$ cat src/rtl/sipo_deserializer.sv
// sipo_deserializer
// Serial-in/parallel-out receiver. Bits are gathered into a word starting at a
// start-of-frame strobe. Each finished word is handed on through a one-entry
// valid/ready buffer. A sticky flag records any word that was dropped because
// that buffer was still full.

module sipo_deserializer #(
    parameter int DATA_WIDTH = 4,
    parameter bit LSB_FIRST  = 1'b1
) (
    input  logic                  clk,
    input  logic                  rst_n,
    input  logic                  sin,
    input  logic                  sin_valid,
    input  logic                  sin_sof,
    output logic [DATA_WIDTH-1:0] out_data,
    output logic                  out_valid,
    input  logic                  out_ready,
    output logic                  overflow,
    input  logic                  clr_ovf
);

    localparam int CW = $clog2(DATA_WIDTH + 1);
    localparam logic [CW-1:0] CNT_LAST = CW'(DATA_WIDTH - 1);

    typedef enum logic {
        IDLE  = 1'b0,
        SHIFT = 1'b1
    } state_t;

    state_t                state;
    state_t                state_next;
    logic [CW-1:0]         cnt;
    logic [CW-1:0]         cnt_next;
    logic [DATA_WIDTH-1:0] sr;
    logic [DATA_WIDTH-1:0] sr_next;
    logic [DATA_WIDTH-1:0] sr_shifted;
    logic                  word_done;
    logic                  load_word;
    logic                  drop_word;

    // Shift register value if the current serial bit were taken in, in the configured bit order
    always_comb begin
        if (LSB_FIRST) begin
            sr_shifted = {sin, sr[DATA_WIDTH-1:1]};
        end else begin
            sr_shifted = {sr[DATA_WIDTH-2:0], sin};
        end
    end

    // State register: FSM state, bit counter and shift register
    always_ff @(posedge clk or negedge rst_n) begin
        if (!rst_n) begin
            state <= IDLE;
            cnt   <= '0;
            sr    <= '0;
        end else begin
            state <= state_next;
            cnt   <= cnt_next;
            sr    <= sr_next;
        end
    end

    // Next-state logic: a start-of-frame bit always restarts the word, even on what would be the last bit
    always_comb begin
        state_next = state;
        cnt_next   = cnt;
        sr_next    = sr;
        if (sin_valid) begin
            if (sin_sof) begin
                sr_next    = sr_shifted;
                cnt_next   = CW'(1);
                state_next = SHIFT;
            end else if (state == SHIFT) begin
                sr_next = sr_shifted;
                if (word_done) begin
                    cnt_next   = '0;
                    state_next = IDLE;
                end else begin
                    cnt_next = cnt + CW'(1);
                end
            end
        end
    end

    // Output decode: detect the word-completing bit and decide between loading it and dropping it
    always_comb begin
        word_done = sin_valid && !sin_sof && (state == SHIFT) && (cnt == CNT_LAST);
        load_word = word_done && (!out_valid || out_ready);
        drop_word = word_done && out_valid && !out_ready;
    end

    // One-entry output buffer: a new word may replace one being handed off in the same cycle
    always_ff @(posedge clk or negedge rst_n) begin
        if (!rst_n) begin
            out_data  <= '0;
            out_valid <= 1'b0;
        end else if (load_word) begin
            out_data  <= sr_shifted;
            out_valid <= 1'b1;
        end else if (out_valid && out_ready) begin
            out_valid <= 1'b0;
        end
    end

    // Sticky overflow flag: a drop takes priority over a clear arriving in the same cycle
    always_ff @(posedge clk or negedge rst_n) begin
        if (!rst_n) begin
            overflow <= 1'b0;
        end else if (drop_word) begin
            overflow <= 1'b1;
        end else if (clr_ovf) begin
            overflow <= 1'b0;
        end
    end

endmodule

$ cat config.mk
export PLATFORM = sky130hd
export DESIGN_NAME = sipo_deserializer
export DESIGN_NICKNAME = d
export VERILOG_FILES = /design/src/rtl/sipo_deserializer.sv
export SDC_FILE = /design/constraint.sdc
export NUM_CORES = 1
export LEC_CHECK = 0
export ABC_AREA = 1
export BUFFER_PORTS_ARGS = -buffer_cell sky130_fd_sc_hd__buf_2
export CORE_MARGIN = 3
export CORE_UTILIZATION = 35
export DETAILED_ROUTE_END_ITERATION = 10
export HOLD_SLACK_MARGIN = 0.05
export PLACE_DENSITY_LB_ADDON = 0.2
export SYNTH_ARGS = -nofsm -noshare
export SYNTH_HDL_FRONTEND = slang
export SYNTH_SLANG_ARGS = --single-unit
$ cat constraint.sdc
create_clock -name clk -period 2.7 [get_ports clk]
set_input_delay 0.27 -clock clk [delete_from_list [all_inputs] [get_ports clk]]
set_output_delay 0.27 -clock clk [all_outputs]
set_load 0.01 [all_outputs]
==> results of run 1 <==
==> path summary, 6_finish.rpt <==
path / startpoint / cells after the start / to
setup / recovery: cnt[0] / 6 / out_data[1]
hold / removal: sin / 3 / sr[3]
setup reg to reg: cnt[0] / 6 / out_data[1]
hold reg to reg: out_data[3] / 2 / out_data[3]
max in group asynchronous: rst_n / 2 / cnt[2]
min in group asynchronous: rst_n / 2 / out_valid
==> registers in the layout, summed over array words and instances (netlist names) <==
signal / count
overflow: 1
out_data: 4
cnt: 3
sr: 3
out_valid: 1
state: 1
==> critical path: cells and delay by family, from the launching register on <==
kind,cells,cell delay [ps]
fa+ha+maj,1,160
buf+inv,1,50
flops,1,370
simple gates,4,410
==> cells in the final DEF (no fill, tap or decap), drive strengths merged <==
cell type,synthesis,layout
inv,5,5
nand2,29,29
nor2,2,2
clkbuf,0,4
o21ai,4,4
ha,1,1
dfrtp,13,13
dlygate4sd3,0,1
buf,0,12
nand4,4,4
o211a,1,1
nand3,1,1
==> metal layers <==
layer / part of all wire / GRT usage / vias to the layer above
met3: 0.050 / 0.0469 / 5
li1: - / - / 230
met1: 0.49 / 0.127 / 194
met4: 0.024 / 0.0682 / 0
met5: 0 / 0 / -
met2: 0.43 / 0.162 / 11
==> metrics by stage <==
stage | hold slack [ps] | std cells | total power, mW
5_1_grt | 230 | 92 | 0.595
2_1_floorplan | -25.6 | 60 | 0.380
3_3_place_gp | 169 | 87 | 0.435
6_report | 230 | 92 | 0.550
3_5_place_dp | 171 | 87 | 0.437
4_1_cts | 230 | 92 | 0.560
==> where the power goes <==
part	switching, mW	internal [mW]
clock	0.0612	0.0572
sequential	0.0315	0.250
combinational	0.0915	0.0587
total	0.184	0.366
==> cells by family (layout without fill, tap and decap cells) <==
family / count (synthesis) / in the layout / share of synthesized area
AND/OR/NAND/NOR: 36 / 36 / 0.308
flip-flops: 13 / 13 / 0.576
AO/OA/AOI/OAI: 5 / 5 / 0.0599
buffers and inverters: 5 / 22 / 0.0333
adder cells (fa/ha/maj): 1 / 1 / 0.0222
==> layout make-up <==
cell class                      instances  area, um2  share of cell area
Sequential cell                        13        325               0.479
Multi-Input combinational cell         42        220               0.324
Timing Repair Buffer                   13       70.1               0.103
Clock buffer                            4       26.3              0.0387
Inverter                                5       18.8              0.0276
Tap cell                               15       18.8              0.0276
==> impl_metrics.prom, run 1 <==
# TYPE chip_impl_metric gauge
chip_impl_metric{name="cts.clk_slew.worst_paths",unit="ps"} 80
chip_impl_info{name="cts_root_buffer",value="sky130_fd_sc_hd__clkbuf_4"} 1
chip_impl_metric{name="worstSkewPairLatency",unit="ps"} 270
chip_impl_info{name="end_kind",value="flip-flop"} 1
chip_impl_metric{name="cp_data_required_time",unit="ps"} 2870
chip_impl_metric{name="viasPerCell",unit=""} 4.78
chip_impl_info{name="synthFlopType",value="sky130_fd_sc_hd__dfrtp_1"} 1
chip_impl_metric{name="number_of_synthesis_warnings",unit=""} 0
chip_impl_metric{name="preCtsSetupSlack",unit="ps"} 1610
chip_impl_metric{name="die_area",unit="um2"} 2130
chip_impl_metric{name="ratio_of_total_power_to_cell_area",unit="nW/um2"} 809
chip_impl_metric{name="report.final.hold_viol_count",unit=""} 0
chip_impl_metric{name="grt_start_max_net_pins",unit=""} 14
chip_impl_metric{name="max_ir_drop_vdd",unit="mV"} 0.358
chip_impl_metric{name="n_fill_cell",unit=""} 137
chip_impl_metric{name="post-cts-setup-buffer-count",unit=""} 0
chip_impl_info{name="cp_common_cell",value="sky130_fd_sc_hd__nand2_1"} 1
chip_impl_metric{name="max_freq",unit="GHz"} 0.920
chip_impl_metric{name="regToRegSetupSlack",unit="ps"} 1610
chip_impl_metric{name="crit_path_max_incr_delay",unit="ps"} 370
chip_impl_metric{name="final_net_count",unit=""} 86
chip_impl_metric{name="drt_pass1_iterations",unit=""} 2
chip_impl_metric{name="cts_hold_repair.buffers",unit=""} 1
chip_impl_metric{name="worst-path-max-fanout",unit=""} 7
chip_impl_metric{name="post-synth-top-area-fraction",unit=""} 0.576
chip_impl_metric{name="antenna_violations_before_repair",unit=""} 0
chip_impl_metric{name="finalMaxSlewViolations",unit=""} 0
chip_impl_metric{name="finalCritPeriodShare",unit=""} 0.403
chip_impl_info{name="min_path_type",value="input port to flip-flop"} 1
chip_impl_metric{name="cts_resized",unit=""} 0
chip_impl_metric{name="synth_cells",unit=""} 60
chip_impl_metric{name="fin_tns_setup",unit="ps"} 0
chip_impl_metric{name="fin_util",unit=""} 0.486
chip_impl_info{name="critical_path.startpoint_type",value="flip-flop"} 1
chip_impl_info{name="worst_path_max_delay_cell",value="sky130_fd_sc_hd__dfrtp_1"} 1
chip_impl_metric{name="design.portCount",unit=""} 13
chip_impl_metric{name="port_buffers",unit=""} 12
chip_impl_metric{name="syn_area",unit="um2"} 564
chip_impl_metric{name="area_growth",unit="%"} 20.4
chip_impl_metric{name="final_cell_area",unit="um2"} 679
chip_impl_metric{name="power.static_leakage",unit="nW"} 0.384
chip_impl_metric{name="groute.usage.overall",unit=""} 0.109
chip_impl_metric{name="detail_route.drc_violations",unit=""} 0
chip_impl_metric{name="wire_length_of_the_first_global_routing_pass",unit="um"} 1580
chip_impl_metric{name="place_hpwl",unit="um"} 764
chip_impl_metric{name="route.detailed.wl_per_inst",unit="um"} 10.4
chip_impl_info{name="tritoncts",value="yes"} 1
chip_impl_metric{name="post_route_cells_drive_above_1_share",unit=""} 0.312
chip_impl_metric{name="start_util",unit=""} 0.403
chip_impl_info{name="yosys.area.top_type",value="sky130_fd_sc_hd__dfrtp_1"} 1
chip_impl_info{name="rsz0062_at_grt",value="false"} 1
chip_impl_metric{name="grt_pass1_vias",unit=""} 407
chip_impl_metric{name="max_cap_violations",unit=""} 0
chip_impl_metric{name="timing.final.setup_violations",unit=""} 0
chip_impl_metric{name="synthesis.nets",unit=""} 68
chip_impl_metric{name="timing.slew.headroom",unit=""} 0.809
chip_impl_info{name="synth_most_common_cell",value="sky130_fd_sc_hd__nand2_1"} 1
chip_impl_metric{name="arrival_time_worst_endpoint",unit="ps"} 1260
chip_impl_info{name="synth.cells.most_frequent",value="sky130_fd_sc_hd__nand2_1, sky130_fd_sc_hd__dfrtp_1, sky130_fd_sc_hd__nand4_1"} 1
chip_impl_metric{name="final_antenna_violating_net_count",unit=""} 0
chip_impl_info{name="timing.critical_path.cells",value="ha_1, inv_2, nor2_4, nand3_2, nand2_1, nand2_1"} 1
chip_impl_metric{name="routed-via-count",unit=""} 440
chip_impl_metric{name="synth_edf_count",unit=""} 0
chip_impl_metric{name="synth_area_per_cell",unit="um2"} 9.40
chip_impl_metric{name="postRouteWirelength",unit="um"} 957
chip_impl_metric{name="ys_seq_elements",unit=""} 13
chip_impl_metric{name="antenna_cells",unit=""} 0
chip_impl_metric{name="cts_max_path_buffers",unit=""} 2
chip_impl_metric{name="synthArstFlopShare",unit=""} 1.00
chip_impl_metric{name="die_y",unit="um"} 46.2
chip_impl_metric{name="cts.htree.levels",unit=""} 1
chip_impl_metric{name="placement_rows",unit=""} 13
chip_impl_metric{name="post-route-min-period",unit="ps"} 1090
chip_impl_metric{name="postLayoutSetupSlackWorst",unit="ps"} 1610
chip_impl_info{name="post_synth_main_area_contributors",value="sky130_fd_sc_hd__dfrtp_1, sky130_fd_sc_hd__nand2_1, sky130_fd_sc_hd__nand4_1"} 1
chip_impl_metric{name="routabilityCongestion",unit=""} 0.747
chip_impl_metric{name="place_area",unit="um2"} 643
chip_impl_metric{name="design.core.area",unit="um2"} 1400
chip_impl_metric{name="worst_clock_skew",unit="ps"} 6.11
chip_impl_metric{name="tritoncts.num_buffers",unit=""} 3
chip_impl_info{name="outcome",value="finished clean"} 1
chip_impl_metric{name="floorplan.die.width",unit="um"} 46.2
chip_impl_metric{name="actual_transition_at_the_worst_max_transition_pin",unit="ps"} 287
chip_impl_metric{name="synth.yosys.seq_area_share",unit=""} 0.576
chip_impl_info{name="critical_path_class",value="flip-flop to flip-flop"} 1
chip_impl_metric{name="post_synth_num_cell_types",unit=""} 13
chip_impl_metric{name="globalRoute.totalOverflow",unit=""} 0
chip_impl_metric{name="detailedRoute.firstIterationViolations",unit=""} 6
chip_impl_metric{name="clkSinkCount",unit=""} 13
Power figures use the tool's default switching activity.
==> run 2: changes to the inputs <==
- ABC_AREA: 1 -> 0
- clock period: 2.7 -> 1 ns (I/O delays scaled with it)
==> run 2 against run 1 <==
The flow now finishes with violations (setup timing). Clock power rose to 2.7 times the previous value. Sequential power rose to 2.8 times the previous value. Maximum frequency down 26%. Critical endpoint is now cnt[0]. Largest cell class unchanged.
==> impl_metrics.prom, run 2 <==
# TYPE chip_impl_metric gauge
chip_impl_info{name="tritoncts",value="yes"} 1
chip_impl_metric{name="post-route-min-period",unit="ps"} 1470
chip_impl_info{name="post_synth_main_area_contributors",value="sky130_fd_sc_hd__dfrtp_1, sky130_fd_sc_hd__mux2_2, sky130_fd_sc_hd__nor4b_4"} 1
chip_impl_metric{name="antenna_cells",unit=""} 0
chip_impl_metric{name="finalMaxSlewViolations",unit=""} 0
chip_impl_metric{name="final_net_count",unit=""} 79
chip_impl_metric{name="globalRouteMet2Util",unit=""} 0.220
chip_impl_metric{name="post_synth_num_cell_types",unit=""} 18
chip_impl_metric{name="post-synth-top-area-fraction",unit=""} 0.592
chip_impl_metric{name="finalCritPeriodShare",unit=""} 1.47
chip_impl_metric{name="fin_tns_setup",unit="ps"} -4080
chip_impl_metric{name="met3_global_route_usage",unit=""} 0.0356
chip_impl_metric{name="fin_util",unit=""} 0.625
chip_impl_metric{name="worst_clock_skew",unit="ps"} 4.02
chip_impl_metric{name="detailedRoute.firstIterationViolations",unit=""} 1
chip_impl_info{name="critical_path.startpoint_type",value="flip-flop"} 1
chip_impl_info{name="synth.cells.most_frequent",value="sky130_fd_sc_hd__dfrtp_1, sky130_fd_sc_hd__mux2_2, sky130_fd_sc_hd__inv_1"} 1
chip_impl_metric{name="report.final.hold_viol_count",unit=""} 0
chip_impl_info{name="mostFrequentLayoutCells",value="sky130_fd_sc_hd__dfrtp_1, sky130_fd_sc_hd__buf_4, sky130_fd_sc_hd__buf_2"} 1
chip_impl_metric{name="placement_rows",unit=""} 13
chip_impl_metric{name="postLayoutSetupSlackWorst",unit="ps"} -469
chip_impl_metric{name="synthesis.nets",unit=""} 47
chip_impl_info{name="cts_root_buffer",value="sky130_fd_sc_hd__clkbuf_4"} 1
chip_impl_metric{name="grt_pass1_vias",unit=""} 448
chip_impl_info{name="synth_most_common_cell",value="sky130_fd_sc_hd__dfrtp_1"} 1
chip_impl_metric{name="worst-path-max-fanout",unit=""} 2
chip_impl_metric{name="globalRoute.totalOverflow",unit=""} 0
chip_impl_metric{name="design.core.area",unit="um2"} 1380
chip_impl_metric{name="timing.slew.headroom",unit=""} 0.809
chip_impl_metric{name="postRouteWirelength",unit="um"} 1230
chip_impl_metric{name="net-switching-power",unit="mW"} 0.590
chip_impl_metric{name="power_frac_clock",unit=""} 0.167
chip_impl_metric{name="wire_length_of_the_first_global_routing_pass",unit="um"} 1920
chip_impl_metric{name="synth.yosys.seq_area_share",unit=""} 0.592
chip_impl_info{name="violated_checks",value="setup timing"} 1
chip_impl_metric{name="ratio_of_total_power_to_cell_area",unit="nW/um2"} 2200
chip_impl_metric{name="hold-path-cell-count",unit=""} 2
chip_impl_metric{name="detail_route.drc_violations",unit=""} 0
chip_impl_metric{name="worstSkewPairLatency",unit="ps"} 270
chip_impl_info{name="registers.top_by_ff_count",value="out_data"} 1
chip_impl_info{name="end_kind",value="flip-flop"} 1
chip_impl_metric{name="worst-r2r-cell-count",unit=""} 5
chip_impl_info{name="outcome",value="finished, violations left"} 1
chip_impl_info{name="min_path_type",value="input port to flip-flop"} 1
chip_impl_metric{name="drt_pass1_iterations",unit=""} 3
chip_impl_metric{name="arrival_time_worst_endpoint",unit="ps"} 1630
chip_impl_metric{name="viasPerCell",unit=""} 4.96
chip_impl_metric{name="synth_area_per_cell",unit="um2"} 14.1
chip_impl_metric{name="die_y",unit="um"} 45.6
chip_impl_metric{name="final_antenna_violating_net_count",unit=""} 0
chip_impl_metric{name="max_ir_drop_vdd",unit="mV"} 1.35
chip_impl_metric{name="timing.final.setup_violations",unit=""} 13
chip_impl_metric{name="cp_data_required_time",unit="ps"} 1160
chip_impl_metric{name="synth_edf_count",unit=""} 0
chip_impl_metric{name="ys_seq_elements",unit=""} 13
chip_impl_metric{name="power.static_leakage",unit="nW"} 0.449
chip_impl_metric{name="cts_max_path_buffers",unit=""} 2
chip_impl_metric{name="cts.clk_slew.worst_paths",unit="ps"} 70
chip_impl_metric{name="synthArstFlopShare",unit=""} 1.00
chip_impl_metric{name="share_seq_of_total_power",unit=""} 0.411
chip_impl_metric{name="syn_area",unit="um2"} 549
chip_impl_metric{name="area_growth",unit="%"} 57.4
chip_impl_metric{name="power.share.switching",unit=""} 0.310
chip_impl_metric{name="antenna_violations_before_repair",unit=""} 0
chip_impl_metric{name="number_of_synthesis_warnings",unit=""} 0
chip_impl_metric{name="groute.usage.overall",unit=""} 0.133
chip_impl_metric{name="clkSinkCount",unit=""} 13
chip_impl_metric{name="design.portCount",unit=""} 13
chip_impl_info{name="critical_path_class",value="flip-flop to flip-flop"} 1
chip_impl_metric{name="port_buffers",unit=""} 12
chip_impl_metric{name="gr-usage-met1",unit=""} 0.155
chip_impl_info{name="yosys.area.top_type",value="sky130_fd_sc_hd__dfrtp_1"} 1
chip_impl_metric{name="combPwrFrac",unit=""} 0.422
chip_impl_metric{name="routabilityCongestion",unit=""} 0.821
chip_impl_metric{name="tritoncts.num_buffers",unit=""} 3
chip_impl_metric{name="die_area",unit="um2"} 2080
chip_impl_metric{name="start_util",unit=""} 0.397
chip_impl_info{name="reg.largest.list",value="out_data: 4 flops, cnt: 3 flops, sr: 3 flops"} 1
chip_impl_metric{name="synth_cells",unit=""} 39
chip_impl_metric{name="route.detailed.wl_per_inst",unit="um"} 14.4
chip_impl_info{name="rsz0062_at_grt",value="true"} 1
chip_impl_info{name="synthFlopType",value="sky130_fd_sc_hd__dfrtp_1"} 1
chip_impl_metric{name="max_freq",unit="GHz"} 0.681
chip_impl_info{name="gr-max-usage-layer",value="met2"} 1
chip_impl_metric{name="cellInternalPower",unit="mW"} 1.31
chip_impl_metric{name="actual_transition_at_the_worst_max_transition_pin",unit="ps"} 286
chip_impl_metric{name="largest_register_ff_count",unit=""} 4
chip_impl_metric{name="post_route_cells_drive_above_1_share",unit=""} 0.629
chip_impl_metric{name="grt_start_max_net_pins",unit=""} 14
chip_impl_metric{name="floorplan.die.width",unit="um"} 45.6
chip_impl_metric{name="max_cap_violations",unit=""} 0
chip_impl_metric{name="routed-via-count",unit=""} 422
chip_impl_metric{name="cts.htree.levels",unit=""} 1
run 2: logic make-up after synthesis:
group	count (synthesis)	synth area share
adders and majority gates	1	0.0228
buffers and inverters	3	0.0205
AOI/OAI and AO/OA	9	0.116
DFF	13	0.592
and+or+nand+nor	6	0.105
muxes	7	0.144
run 2: critical path, cell delays in order, from the launching register on:
cell	delay [ps]
sky130_fd_sc_hd__dfrtp_1	400
sky130_fd_sc_hd__ha_4	160
sky130_fd_sc_hd__nand3b_4	90
sky130_fd_sc_hd__buf_4	140
sky130_fd_sc_hd__or3_4	330
sky130_fd_sc_hd__a32o_1	230
run 2: path summary, 6_finish.rpt:
path | startpoint | endpoint | slack [ps]
max | cnt[0] | cnt[0] | -470
min reg2reg | out_data[2] | out_data[2] | 510
max in group asynchronous | rst_n | cnt[0] | 530
min | sin | out_data[3] | 90
max reg2reg | cnt[0] | cnt[0] | -470
min in group asynchronous | rst_n | overflow | 240
run 2: repair_timing:
item / 4_1_cts / 5_1_grt
resized for setup: 10 / 4
setup endpoints to repair: 13 / 13
pin swaps: 4 / 6
hold buffers: 2 / 0
setup buffers: 2 / 2
cloned: 0 / 0
hold endpoints to repair: 14 / 0
run 2: routing by layer:
metal	vias to the layer above	share of wire
li1	207	-
met1	204	0.47
met2	11	0.48
met3	0	0.055
met4	0	0
met5	-	0
run 2: cell type report:
type / count / area [um2]
flip-flops and latches: 13 / 325
well taps: 15 / 18.8
fillers: 107 / 518
multi-input cells: 23 / 305
repair buffers: 27 / 178
clock buffers: 4 / 26.3
inverters: 3 / 11.3
run 2: per-stage QoR:
step / cells / hold slack, ps / area, um2 / power (mW) / worst slack (ps)
after floorplan: 39 / -196 / 572 / 1.10 / -419
after global placement: 75 / -2.40 / 718 / 1.36 / -491
after detailed placement: 75 / 3.06 / 718 / 1.37 / -534
after CTS: 83 / 72.9 / 825 / 1.84 / -501
after global routing: 85 / 69.9 / 865 / 2.03 / -506
final: 85 / 85.1 / 865 / 1.91 / -469
run 2: power groups by stage:
stage                     logic (mW)  registers (mW)  clock network [mW]
after floorplan                0.276           0.822                   0
after global placement         0.583           0.773                   0
after detailed placement       0.596           0.775                   0
after CTS                      0.718           0.783               0.335
after global routing           0.859           0.804               0.367
final                          0.804           0.783               0.318
==> run 3: changes to the inputs <==
- CTS_CLUSTER_DIAMETER: unset -> 50
- GPL_ROUTABILITY_DRIVEN: unset -> 0
- RECOVER_POWER: unset -> 25
==> run 3 against run 2 <==
The flow still finishes with violations (setup timing). Combinational power is essentially flat. Via count is the same. Register-to-register slack is essentially flat. Critical path type unchanged.
==> impl_metrics.prom, run 3 (synthesized netlist as in run 2, its figures left out) <==
# TYPE chip_impl_metric gauge
chip_impl_metric{name="worst_clock_skew",unit="ps"} 4.02
chip_impl_metric{name="fin_tns_setup",unit="ps"} -4080
chip_impl_metric{name="cts_max_path_buffers",unit=""} 2
chip_impl_info{name="rsz0062_at_grt",value="true"} 1
chip_impl_metric{name="largest_register_ff_count",unit=""} 4
chip_impl_metric{name="viasPerCell",unit=""} 4.96
chip_impl_metric{name="worstSkewPairLatency",unit="ps"} 270
chip_impl_metric{name="final_cell_count_without_fillers",unit=""} 85
chip_impl_metric{name="port_buffers",unit=""} 12
chip_impl_metric{name="grt_pass1_vias",unit=""} 448
chip_impl_info{name="mostFrequentLayoutCells",value="sky130_fd_sc_hd__dfrtp_1, sky130_fd_sc_hd__buf_4, sky130_fd_sc_hd__buf_2"} 1
chip_impl_metric{name="post_route_cells_drive_above_1_share",unit=""} 0.614
chip_impl_metric{name="actual_transition_at_the_worst_max_transition_pin",unit="ps"} 683
chip_impl_metric{name="final_antenna_violating_net_count",unit=""} 0
chip_impl_metric{name="worst-path-max-fanout",unit=""} 2
chip_impl_metric{name="postRouteWirelength",unit="um"} 1230
chip_impl_metric{name="die_area",unit="um2"} 2080
chip_impl_metric{name="design.portCount",unit=""} 13
chip_impl_metric{name="max_freq",unit="GHz"} 0.681
chip_impl_metric{name="finalCritPeriodShare",unit=""} 1.47
chip_impl_metric{name="placement_rows",unit=""} 13
chip_impl_metric{name="max_ir_drop_vdd",unit="mV"} 1.35
chip_impl_metric{name="arrival_time_worst_endpoint",unit="ps"} 1630
chip_impl_info{name="critical_path_class",value="flip-flop to flip-flop"} 1
chip_impl_metric{name="detailedRoute.firstIterationViolations",unit=""} 1
chip_impl_metric{name="clkSinkCount",unit=""} 13
chip_impl_metric{name="max_cap_violations",unit=""} 0
chip_impl_metric{name="fin_util",unit=""} 0.624
chip_impl_metric{name="design.core.area",unit="um2"} 1380
chip_impl_metric{name="drt_pass1_iterations",unit=""} 3
chip_impl_metric{name="wire_length_of_the_first_global_routing_pass",unit="um"} 1920
chip_impl_metric{name="die_y",unit="um"} 45.6
chip_impl_metric{name="antenna_cells",unit=""} 0
chip_impl_metric{name="ratio_of_total_power_to_cell_area",unit="nW/um2"} 2210
chip_impl_metric{name="area_growth",unit="%"} 57.2
chip_impl_metric{name="routed-via-count",unit=""} 422
chip_impl_metric{name="groute.usage.overall",unit=""} 0.133
chip_impl_info{name="violated_checks",value="setup timing"} 1
chip_impl_metric{name="floorplan.die.width",unit="um"} 45.6
chip_impl_info{name="end_kind",value="flip-flop"} 1
chip_impl_info{name="cts_root_buffer",value="sky130_fd_sc_hd__clkbuf_4"} 1
chip_impl_metric{name="antenna_violations_before_repair",unit=""} 0
chip_impl_metric{name="timing.final.setup_violations",unit=""} 13
chip_impl_info{name="reg.largest.list",value="out_data: 4 flops, cnt: 3 flops, sr: 3 flops"} 1
chip_impl_metric{name="finalHoldWorstSlack",unit="ps"} 85.1
chip_impl_metric{name="cts.htree.levels",unit=""} 1
chip_impl_metric{name="finalMaxSlewViolations",unit=""} 0
chip_impl_metric{name="power.static_leakage",unit="nW"} 0.446
chip_impl_info{name="outcome",value="finished, violations left"} 1
chip_impl_metric{name="start_util",unit=""} 0.397
chip_impl_metric{name="cp_data_required_time",unit="ps"} 1160
chip_impl_metric{name="preCtsSetupSlack",unit="ps"} -534
chip_impl_metric{name="timing.slew.headroom",unit=""} 0.545
chip_impl_metric{name="n_fill_cell",unit=""} 108
chip_impl_metric{name="tritoncts.num_buffers",unit=""} 3
chip_impl_metric{name="detail_route.drc_violations",unit=""} 0
chip_impl_metric{name="grt_start_max_net_pins",unit=""} 14
chip_impl_metric{name="cts.clk_slew.worst_paths",unit="ps"} 70
chip_impl_info{name="min_path_type",value="input port to flip-flop"} 1
chip_impl_metric{name="report.final.hold_viol_count",unit=""} 0
chip_impl_metric{name="route.detailed.wl_per_inst",unit="um"} 14.4
chip_impl_metric{name="post-route-min-period",unit="ps"} 1470
chip_impl_info{name="critical_path.startpoint_type",value="flip-flop"} 1
chip_impl_metric{name="post-place-cells",unit=""} 75
chip_impl_metric{name="globalRoute.totalOverflow",unit=""} 0
chip_impl_info{name="registers.top_by_ff_count",value="out_data"} 1
chip_impl_info{name="tritoncts",value="yes"} 1
chip_impl_metric{name="final_net_count",unit=""} 79
chip_impl_metric{name="postLayoutSetupSlackWorst",unit="ps"} -469
-- run 3: cell count changes in the layout (fill, tap and decap cells not counted), sizes merged --
cell    before  now
buf         25   24
clkbuf       4    5
-- run 3: cell type report --
type	count	area (um2)	area share
inverter	3	11.3	0.0130
tap	15	18.8	0.0217
timing repair buffer	27	176	0.204
sequential	13	325	0.377
multi-input combinational	23	305	0.354
clock buffer	4	26.3	0.0304
-- run 3: where the power goes --
group	total (mW)	internal, mW	switching, mW
Sequential	0.783	0.684	0.0998
Combinational	0.803	0.476	0.327
Clock	0.318	0.154	0.164
-- run 3: through the flow --
| stage | area [um2] | total power [mW] |
|---|---|---|
| 2_1_floorplan | 572 | 1.10 |
| 3_3_place_gp | 718 | 1.36 |
| 3_5_place_dp | 718 | 1.37 |
| 4_1_cts | 825 | 1.84 |
| 5_1_grt | 863 | 2.03 |
| 6_report | 863 | 1.90 |
-- run 3: final timing paths --
path	depth (start not counted)	startpoint	endpoint	slack (ps)
setup / recovery	5	cnt[0]	cnt[0]	-470
hold / removal	2	sin	out_data[3]	90
setup reg to reg	5	cnt[0]	cnt[0]	-470
hold reg to reg	1	out_data[2]	out_data[2]	510
max in group asynchronous	2	rst_n	cnt[0]	180
min in group asynchronous	2	rst_n	overflow	380
-- run 3: per-layer routing --
metal	up-vias	global-route usage	part of all wire
li1	207	-	-
met1	204	0.155	0.47
met2	11	0.220	0.48
met3	0	0.0356	0.055
met4	0	0.0702	0
met5	-	0	0
-- run 3: timing repair --
action                                  CTS  global route
endpoints found under the setup margin   13            13
resized for setup                        10             4
endpoints found under the hold margin    14             0
pin swaps                                 4             6
hold buffers                              2             0
setup buffers                             2             2
-- run 3: worst max-delay path: stages (launching register included) --
cell	delay, ps
sky130_fd_sc_hd__dfrtp_1	400
sky130_fd_sc_hd__ha_4	160
sky130_fd_sc_hd__nand3b_4	90
sky130_fd_sc_hd__buf_4	140
sky130_fd_sc_hd__or3_4	330
sky130_fd_sc_hd__a32o_1	230
